<file path="src/rtl/tensor_pe_dot_if.sv">
// Bundle of the operation-issue and writeback handshakes for tensor_pe_dot.
// valid/ready: a transfer happens on a rising clock edge where both are high; the sender
// holds its payload stable and keeps valid high until that edge.
interface tensor_pe_dot_if #(
  parameter int XLEN      = 32,
  parameter int NUM_WARPS = 4,
  parameter int NUM_TILES = 2,
  parameter int NUM_STEPS = 4
);
  localparam int WIDW  = (NUM_WARPS > 1) ? $clog2(NUM_WARPS) : 1;
  localparam int TILEW = (NUM_TILES > 1) ? $clog2(NUM_TILES) : 1;
  localparam int STEPW = (NUM_STEPS > 1) ? $clog2(NUM_STEPS) : 1;

  logic             in_valid;
  logic             in_ready;
  logic [XLEN-1:0]  in_a;
  logic [XLEN-1:0]  in_b;
  logic [XLEN-1:0]  in_c;
  logic [1:0]       in_acc_src;
  logic             in_mode;
  logic             in_wb;
  logic [WIDW-1:0]  in_wid;
  logic [TILEW-1:0] in_tile;
  logic [STEPW-1:0] in_step;
  logic [4:0]       in_rd;

  logic             out_valid;
  logic             out_ready;
  logic [XLEN-1:0]  out_data;
  logic [WIDW-1:0]  out_wid;
  logic [4:0]       out_rd;

  modport master (
    output in_valid, in_a, in_b, in_c, in_acc_src, in_mode, in_wb,
           in_wid, in_tile, in_step, in_rd, out_ready,
    input  in_ready, out_valid, out_data, out_wid, out_rd
  );

  modport slave (
    input  in_valid, in_a, in_b, in_c, in_acc_src, in_mode, in_wb,
           in_wid, in_tile, in_step, in_rd, out_ready,
    output in_ready, out_valid, out_data, out_wid, out_rd
  );
endinterface

</file>
<file path="src/rtl/tensor_pe_dot.sv">
// Packed INT16/INT8 dot-product PE with a per-warp accumulator tile buffer.
// Products are summed at accept, the accumulator is added at the last stage.
module tensor_pe_dot #(
  parameter int XLEN       = 32,
  parameter int NUM_WARPS  = 4,
  parameter int NUM_TILES  = 2,
  parameter int NUM_STEPS  = 4,
  parameter int PIPE_DEPTH = 2
) (
  input  logic            clk,
  input  logic            reset_n,
  tensor_pe_dot_if.slave  bus
);
  localparam int WIDW  = (NUM_WARPS > 1) ? $clog2(NUM_WARPS) : 1;
  localparam int TILEW = (NUM_TILES > 1) ? $clog2(NUM_TILES) : 1;
  localparam int STEPW = (NUM_STEPS > 1) ? $clog2(NUM_STEPS) : 1;
  localparam int LAST  = PIPE_DEPTH - 1;

  localparam logic [1:0] ACC_REG  = 2'd1;
  localparam logic [1:0] ACC_TILE = 2'd2;

  logic             r_vld  [PIPE_DEPTH];
  logic             r_wb   [PIPE_DEPTH];
  logic [XLEN-1:0]  r_dot  [PIPE_DEPTH];
  logic [XLEN-1:0]  r_acc  [PIPE_DEPTH];
  logic [WIDW-1:0]  r_wid  [PIPE_DEPTH];
  logic [TILEW-1:0] r_tsel [PIPE_DEPTH];
  logic [STEPW-1:0] r_step [PIPE_DEPTH];
  logic [4:0]       r_rd   [PIPE_DEPTH];

  logic [XLEN-1:0]  r_mem [NUM_WARPS][NUM_TILES][NUM_STEPS];
  logic             r_run;

  logic [XLEN-1:0]  w_dot;
  logic [XLEN-1:0]  w_acc;
  logic [XLEN-1:0]  w_result;
  logic             w_stall;
  logic             w_hazard;
  logic             w_accept;
  logic             w_tile_wr;

  // Sign-extend each element to XLEN first so the running sum wraps mod 2^XLEN.
  always_comb begin
    w_dot = '0;
    if (bus.in_mode) begin
      for (int j = 0; j < XLEN / 8; j++) begin
        w_dot = w_dot + XLEN'($signed(bus.in_a[j*8 +: 8])) * XLEN'($signed(bus.in_b[j*8 +: 8]));
      end
    end else begin
      for (int j = 0; j < XLEN / 16; j++) begin
        w_dot = w_dot + XLEN'($signed(bus.in_a[j*16 +: 16])) * XLEN'($signed(bus.in_b[j*16 +: 16]));
      end
    end
  end

  always_comb begin
    w_acc = '0;
    case (bus.in_acc_src)
      ACC_REG:  w_acc = bus.in_c;
      ACC_TILE: w_acc = r_mem[bus.in_wid][bus.in_tile][bus.in_step];
      default:  w_acc = '0;
    endcase
  end

  // A TILE read must not overtake a pending write to the same entry anywhere in flight.
  always_comb begin
    w_hazard = 1'b0;
    if (bus.in_acc_src == ACC_TILE) begin
      for (int i = 0; i < PIPE_DEPTH; i++) begin
        if (r_vld[i] && !r_wb[i] && r_wid[i] == bus.in_wid &&
            r_tsel[i] == bus.in_tile && r_step[i] == bus.in_step) begin
          w_hazard = 1'b1;
        end
      end
    end
  end

  assign w_stall   = r_vld[LAST] && r_wb[LAST] && !bus.out_ready;
  assign w_accept  = bus.in_valid && bus.in_ready;
  assign w_result  = r_dot[LAST] + r_acc[LAST];
  assign w_tile_wr = r_vld[LAST] && !r_wb[LAST];

  assign bus.in_ready  = r_run && !w_stall && !w_hazard;
  assign bus.out_valid = r_vld[LAST] && r_wb[LAST];
  assign bus.out_data  = w_result;
  assign bus.out_wid   = r_wid[LAST];
  assign bus.out_rd    = r_rd[LAST];

  always_ff @(posedge clk or negedge reset_n) begin
    if (!reset_n) begin
      r_run <= 1'b0;
      for (int i = 0; i < PIPE_DEPTH; i++) begin
        r_vld[i]  <= 1'b0;
        r_wb[i]   <= 1'b0;
        r_dot[i]  <= '0;
        r_acc[i]  <= '0;
        r_wid[i]  <= '0;
        r_tsel[i] <= '0;
        r_step[i] <= '0;
        r_rd[i]   <= '0;
      end
    end else begin
      r_run <= 1'b1;
      if (!w_stall) begin
        r_vld[0] <= w_accept;
        if (w_accept) begin
          r_wb[0]   <= bus.in_wb;
          r_dot[0]  <= w_dot;
          r_acc[0]  <= w_acc;
          r_wid[0]  <= bus.in_wid;
          r_tsel[0] <= bus.in_tile;
          r_step[0] <= bus.in_step;
          r_rd[0]   <= bus.in_rd;
        end
        for (int i = 1; i < PIPE_DEPTH; i++) begin
          r_vld[i]  <= r_vld[i-1];
          r_wb[i]   <= r_wb[i-1];
          r_dot[i]  <= r_dot[i-1];
          r_acc[i]  <= r_acc[i-1];
          r_wid[i]  <= r_wid[i-1];
          r_tsel[i] <= r_tsel[i-1];
          r_step[i] <= r_step[i-1];
          r_rd[i]   <= r_rd[i-1];
        end
      end
    end
  end

  always_ff @(posedge clk or negedge reset_n) begin
    if (!reset_n) begin
      for (int w = 0; w < NUM_WARPS; w++) begin
        for (int t = 0; t < NUM_TILES; t++) begin
          for (int s = 0; s < NUM_STEPS; s++) begin
            r_mem[w][t][s] <= '0;
          end
        end
      end
    end else if (w_tile_wr) begin
      r_mem[r_wid[LAST]][r_tsel[LAST]][r_step[LAST]] <= w_result;
    end
  end

  a_index_range: assert property (@(posedge clk) disable iff (!reset_n)
    w_accept |-> (32'(bus.in_wid) < NUM_WARPS) && (32'(bus.in_tile) < NUM_TILES) &&
                 (32'(bus.in_step) < NUM_STEPS));
endmodule

</file>
<file path="src/flat_wrapper.sv">
// flat-port wrapper written by rule: the top's interface ports become plain ports
module tensor_pe_dot_flat 
#(
  parameter int XLEN       = 32,
  parameter int NUM_WARPS  = 4,
  parameter int NUM_TILES  = 2,
  parameter int NUM_STEPS  = 4,
  parameter int PIPE_DEPTH = 2
)
  (clk, reset_n, bus_in_valid, bus_in_a, bus_in_b, bus_in_c, bus_in_acc_src, bus_in_mode, bus_in_wb, bus_in_wid, bus_in_tile, bus_in_step, bus_in_rd, bus_out_ready, bus_in_ready, bus_out_valid, bus_out_data, bus_out_wid, bus_out_rd);
  tensor_pe_dot_if #(.XLEN(XLEN), .NUM_WARPS(NUM_WARPS), .NUM_TILES(NUM_TILES), .NUM_STEPS(NUM_STEPS)) bus_i ();
  input  logic clk;
  input  logic reset_n;
  input wire logic [$bits(bus_i.in_valid)-1:0] bus_in_valid;
  input wire logic [$bits(bus_i.in_a)-1:0] bus_in_a;
  input wire logic [$bits(bus_i.in_b)-1:0] bus_in_b;
  input wire logic [$bits(bus_i.in_c)-1:0] bus_in_c;
  input wire logic [$bits(bus_i.in_acc_src)-1:0] bus_in_acc_src;
  input wire logic [$bits(bus_i.in_mode)-1:0] bus_in_mode;
  input wire logic [$bits(bus_i.in_wb)-1:0] bus_in_wb;
  input wire logic [$bits(bus_i.in_wid)-1:0] bus_in_wid;
  input wire logic [$bits(bus_i.in_tile)-1:0] bus_in_tile;
  input wire logic [$bits(bus_i.in_step)-1:0] bus_in_step;
  input wire logic [$bits(bus_i.in_rd)-1:0] bus_in_rd;
  input wire logic [$bits(bus_i.out_ready)-1:0] bus_out_ready;
  output wire logic [$bits(bus_i.in_ready)-1:0] bus_in_ready;
  output wire logic [$bits(bus_i.out_valid)-1:0] bus_out_valid;
  output wire logic [$bits(bus_i.out_data)-1:0] bus_out_data;
  output wire logic [$bits(bus_i.out_wid)-1:0] bus_out_wid;
  output wire logic [$bits(bus_i.out_rd)-1:0] bus_out_rd;
  assign bus_i.in_valid = bus_in_valid;
  assign bus_i.in_a = bus_in_a;
  assign bus_i.in_b = bus_in_b;
  assign bus_i.in_c = bus_in_c;
  assign bus_i.in_acc_src = bus_in_acc_src;
  assign bus_i.in_mode = bus_in_mode;
  assign bus_i.in_wb = bus_in_wb;
  assign bus_i.in_wid = bus_in_wid;
  assign bus_i.in_tile = bus_in_tile;
  assign bus_i.in_step = bus_in_step;
  assign bus_i.in_rd = bus_in_rd;
  assign bus_i.out_ready = bus_out_ready;
  assign bus_in_ready = bus_i.in_ready;
  assign bus_out_valid = bus_i.out_valid;
  assign bus_out_data = bus_i.out_data;
  assign bus_out_wid = bus_i.out_wid;
  assign bus_out_rd = bus_i.out_rd;
  tensor_pe_dot #(.XLEN(XLEN), .NUM_WARPS(NUM_WARPS), .NUM_TILES(NUM_TILES), .NUM_STEPS(NUM_STEPS), .PIPE_DEPTH(PIPE_DEPTH)) u_core (.clk(clk), .reset_n(reset_n), .bus(bus_i));
endmodule
</file>
<file path="config.mk">
export PLATFORM = sky130hd
export DESIGN_NAME = tensor_pe_dot_flat
export DESIGN_NICKNAME = d
export VERILOG_FILES = /design/src/rtl/tensor_pe_dot_if.sv /design/src/rtl/tensor_pe_dot.sv /design/src/flat_wrapper.sv
export SDC_FILE = /design/constraint.sdc
export NUM_CORES = 2
export LEC_CHECK = 0
export BUFFER_PORTS_ARGS = -buffer_cell sky130_fd_sc_hd__buf_2
export CELL_PAD_IN_SITES_DETAIL_PLACEMENT = 0
export CELL_PAD_IN_SITES_GLOBAL_PLACEMENT = 1
export CORE_ASPECT_RATIO = 2
export CORE_UTILIZATION = 48
export CTS_BUF_LIST = sky130_fd_sc_hd__clkbuf_8
export DETAILED_ROUTE_END_ITERATION = 16
export GPL_TIMING_DRIVEN = 0
export PLACE_DENSITY_LB_ADDON = 0.1
export REMOVE_ABC_BUFFERS = 1
export SLEW_MARGIN = 5
export SYNTH_ARGS = -nofsm -noshare
export SYNTH_HDL_FRONTEND = slang
export SYNTH_SLANG_ARGS = --single-unit
export TNS_END_PERCENT = 5
</file>
<file path="constraint.sdc">
create_clock -name clk -period 3.4 [get_ports clk]
set_clock_uncertainty 0.15 [all_clocks]
set_input_delay 0.17 -clock clk [delete_from_list [all_inputs] [get_ports clk]]
set_output_delay 0.17 -clock clk [all_outputs]
set_load 0.05 [all_outputs]
</file>
### Word-level counts from Yosys, hierarchy flattened

Index checks and enable logic that the tools add are counted.

* add/subtract/negate cells: 5
* multiply operators: 6
* divide/modulo/power cells: 0
* magnitude comparators: 9
* eq/ne operators: 8
* shifts and indexed selects: 0
* mux-type cells: 21
* bitwise gates (word level): 7
* reduce and logical (&&, ||, !) cells: 22

Operator list (number)
* $bwmux 1024: 1
* $mux 256: 3
* $bmux 256 s2: 1
* $demux 256 s2: 1
* $mux 128: 4
* $add 32x32->32: 5
* $demux 128 s1: 1
* $mux 32: 4
* $bmux 32 s2: 1
* $demux 32 s2: 1
* $mul 16x16->32: 2
* $mul 8x8->16: 4
* $pmux 32 s2: 1
* $logic_and 1x1->1: 16
* $ge 3x3->1 const B: 4
* $not 2->3: 4
* $eq 2x2->1: 4
* $lt 3x1->1 const B: 2
* $logic_not 1->1: 5
* $ge 2x2->1 const B: 2
* $not 1->2: 2
* $mux 1: 3
* $eq 1x1->1: 2
* $eq 2x1->1 const B: 1
* 4 further kinds: 4

* flip-flop bits (word level): 1177
* bits in latches: 0
* memory bits (writable): 0
* bits in read-only memories: 0
* bits of input ports: 114
* output and inout port bits: 41
* logic and storage cells: 127
* memories: 0

### Longest topological paths before layout

* depth after elaboration: 12
* depth in mapped cells: 32

### Worst setup path after synthesis

Ideal clock, no wire load.

* path type: input port to flip-flop
* from: input bus_in_b[25]
* to: register u_core.r_dot[63] (netlist bit)
* library setup time: 0.086 ns
* data arrival time: 6.775 ns
* data required time: 3.164 ns
* slack: -3.611 ns
* cell stages on the path: 28
* path buffers: 2
* cell sequence: clkbuf_1 and2_1 fa_1 inv_1 fa_1 inv_1 fa_1 inv_1 fa_1 inv_1 ha_1 nor2b_1 o21ai_0 a21oi_1 a41o_1 o41ai_1 xnor2_1 fa_1 inv_1 fa_1 ha_1 a21o_1 and2_1 nor4_1 a221o_1 buf_2 and3b_1 nor3_1

* word-level cells in the longest chain between the ends: 3

Ends and longest elaborated chain
* start, declared: RTL line flat_wrapper.sv:16 `input wire logic [$bits(bus_i.in_b)-1:0] bus_in_b;`
* $mul 16x16->32 / $mul 8x8->16 (equally long branches): RTL line tensor_pe_dot.sv:51, tensor_pe_dot.sv:47
* $add 32x32->32 (on tied branches): RTL line tensor_pe_dot.sv:51, tensor_pe_dot.sv:47
* $mux 32 (*): RTL line tensor_pe_dot.sv:45 `if (bus.in_mode) begin`
* end signal, assigned by index: RTL line tensor_pe_dot.sv:118 `r_dot[i] <= r_dot[i-1];`
* end, declared: RTL line tensor_pe_dot.sv:24 `logic [XLEN-1:0] r_dot [PIPE_DEPTH];`

Mark *: on every way between the ends. The rest lies on a longest branch, timed or not.
A chain may end at the register's enable or synchronous reset.

### Worst setup path after layout

* from: input bus_in_b[23]
* to: register u_core.r_dot[62] (netlist bit)

* word-level cells in the longest chain between the ends: 4

Ends and longest elaborated chain
* $mul 8x8->16: RTL line tensor_pe_dot.sv:47 `w_dot = w_dot + XLEN'($signed(bus.in_a[j*8 +: 8])) * XLEN'($signed(bus.in_b[j*8 +: 8]));`
* $add 32x32->32 (2 in series): RTL line tensor_pe_dot.sv:47
* $mux 32 (*): RTL line tensor_pe_dot.sv:45

Marked as above.

==> results by group <==
Synthesis
  – Largest family of logic cells by synthesized area: adder cells
  – Ys flop type: dfrtp_1
  – Area contributors post-synth: dfrtp_1, fa_1, mux4_2
  – Yosys reg bits: 1177
  – Asr flop ratio synth: 1.00
  – Mapped cell area: 81200 sq um
  – Register area share after synthesis: 0.363
  – Post-synthesis xor/xnor area fraction: 0.0170
  – Adder-Cell Fraction of Synth Area: 0.244
  – Unique masters post-synth: 90
  – Synth top area share: 0.363
  – Synth Area in Simple Gates: 0.0974
  – Synth area leader: dfrtp_1
  – EDFF count, synth: 0
  – Cells after Synth: 7736
  – Post-synthesis compound-gate area fraction: 0.0905
  – Mux cell area share after synthesis: 0.113
  – Syn Area/Cell: between 10 and 15 sq um
  – Yosys warns: 0

Final layout
  – Layout Nets: 9210
  – Post-route cell area: 95800 sq um
  – Area Growth Syn to Fin: 18.0%
  – Share of cells above drive strength 1: 0.213
  – Most common cell after layout, fill and taps aside: nand2_1
  – Commonest cells after routing, fill and taps aside: nand2_1, dfrtp_1, inv_1
  – Filler Cells Inserted: 14700

GRT
  – Pin count of the biggest net entering global routing: 150
  – Antenna violations before repair: 2
  – Global route overflow: 0
  – First-pass GRT wire length: about 380 mm
  – GRT Util Overall: 0.300
  – Vias in the first global route: 61000

Worst setup path
  – Setup Crit Path Kind: input pin to flip-flop
  – Worst Setup Start Kind: input pin
  – CP max-delay cell: fa_2
  – Slowest stage delay, CP: 0.57 ns
  – Cell mode on critical path: fa_1
  – Worst-path cell chain: buf_16 > buf_4 > and2_1 > fa_1 > inv_1 > fa_1 > fa_1 > inv_1 > fa_2 > inv_1 > fa_2 > fa_2 > fa_1 > inv_1 > fa_1 > ha_4 > and3_4 > nand4_1 > or3_4 > nor3_4 > o311ai_4 > o22ai_2 > mux2i_1 > o211ai_1
  – CP Capture Type: flip-flop
  – Largest fanout on the critical path: 8
  – CP Data Required Time: 4.04 ns
  – Arr. time, crit path: 7.08 ns

Timing
  – Max-slew headroom: 0.0922
  – Post-route setup slack: -3.04 ns
  – Setup violators final: 330
  – Final worst path period share: 1.89
  – Peak Freq: roughly 160 MHz
  – Final setup TNS: -145.26 ns
  – Final number of max-transition violations: 0
  – Final Hold Fails: 0
  – RSZ-0062 raised after global routing: yes
  – Fin crit period: approximately 6.4 ns
  – Slew @ Worst Pin: 1.36 ns

Route
  – DRC Markers: 0
  – Avg WL per Cell: 24.8 um
  – Post-detailed-route via-to-cell ratio: 5.51
  – WL final: ~260 mm
  – Drt pass-1 iters: 7
  – Initial DRC Count: a little under 3000
  – Vias: 57100
  – Final ANT Viol Nets: 0

Floorplanning
  – Vert. Die Dim: 584 um
  – Core area: 168000 sq um
  – Die W: around 290 um
  – I/O Pins: 155
  – Row count: 213
  – Die Footprint: 171000 sq um
  – Initial Util: 0.483

Worst hold path
  – Min-Delay Path Class: input pin to flip-flop

CTS
  – CTS Root Cell: clkbuf_8
  – # clock sinks: roughly 1200
  – Reg clk slew, reported paths: roughly 0.06 ns
  – H-tree Lvls: 4
  – TritonCTS clock tree: done
  – Worst-Skew Late Latency: slightly above 0.9 ns
  – CTS max path bufs: 4
  – TritonCTS Buffers: 181

Run status
  – Violated checks: setup timing
  – Status: finished with violations

Place
  – Dpl cell area: approximately 85000 sq um
  – DP HPWL: approximately 180 mm
  – Gpl congestion: approximately 0.9
  – Port Buffers: 154

Flow run
  – Max-cap viol count: 0
[kinds of logic after synthesis]
logic type	count (synthesis)
other	1
AND/OR/NAND/NOR	1860
buffers and inverters	1598
flip-flops	1177
AO/OA/AOI/OAI	1347
adder cells (fa/ha/maj)	1103
multiplexers	497
XOR/XNOR	153
[per-stage QoR]
step	worst slack (ns)	utilization	hold WS, ns	cells
after floorplan	-3.50	-	-0.276	7252
after global placement	-23.58	0.493	0.213	9663
after detailed placement	-5.94	0.506	0.0120	9742
after CTS	-3.11	0.546	0.00104	10200
after global routing	-3.17	0.570	0.0419	10400
final	-3.04	0.570	0.0253	10400
[flip-flops by register name, indices dropped and copies added, names as in the netlist]
name / cells
u_core.r_wb: 2
u_core.r_rd: 5
u_core.bus.out_wid: 2
u_core.r_vld: 2
u_core.r_wid: 2
u_core.r_tsel: 2
u_core.r_step: 4
u_core.r_dot: 64
u_core.r_run: 1
u_core.r_acc: 64
u_core.r_mem: 1024
u_core.bus.out_rd: 5
[per-layer routing]
metal / share of wire / global-route usage
met5: 0.000051 / 0
met1: 0.34 / 0.321
met4: 0.077 / 0.180
met2: 0.55 / 0.566
met3: 0.035 / 0.0286
[final timing paths]
path                                  from            endpoint  slack [ns]  cells past startpoint
setup / recovery              bus_in_b[23]    u_core.r_dot[62]       -3.04                     24
hold / removal               bus_out_ready     u_core.r_vld[0]        0.03                      3
setup reg to reg            u_core.r_wb[0]    u_core.r_dot[59]       -0.44                      9
hold reg to reg            u_core.r_vld[1]     u_core.r_vld[0]        0.32                      2
max in group asynchronous          reset_n   u_core.r_mem[936]       -0.37                     11
min in group asynchronous          reset_n  u_core.r_mem[1018]        0.33                      7
[layout make-up]
type,instances,area (sq um),share of cell area
antenna,1,2.50,0.0000261
clock buffer,231,3180,0.0332
clock inverter,79,389,0.00406
inverter,1114,4260,0.0445
multi-input combinational,4967,48900,0.510
sequential,1177,29500,0.307
tap,2257,2820,0.0295
timing repair buffer,552,6860,0.0716
[worst max-delay path, delay by kind of cell]
family / cells / cell delay, ns
mux: 1 / 0.22
fa+ha+maj: 9 / 4.26
buf+inv: 6 / 0.61
simple gates: 5 / 1.37
compound gates: 3 / 0.44
[cells in the mapped netlist (all sizes together), types with 6 or more instances]
cell     count
inv       1111
buf         78
fa         798
a31oi       10
a21oi       94
mux4       320
a211oi      16
nand4        8
nand2     1385
nor2        97
or2          6
o21bai      12
nor2b       18
o21a        11
o311ai       6
a2111oi      6
nand3       19
nor4         7
o211ai      16
dfrtp     1177
xnor2      116
xor2        37
a22oi       33
clkbuf     406
and3        11
ha         305
and2       222
mux2       169
nor3        30
nor3b        6
o21ai     1066
mux2i        8
nand2b      36
a21o        32
[what timing repair did]
action                                  4_1_cts  5_1_grt
gates cloned                                  0       23
hold buffers                                 65        0
endpoints found under the hold margin       307        0
buffers inserted                             61      177
pin swaps                                   110      224
endpoints found under the setup margin      436      807
resized for setup                           427      466
Power is not shown: default switching activity piles up to over one toggle a cycle in this logic, so the estimate is an artifact.
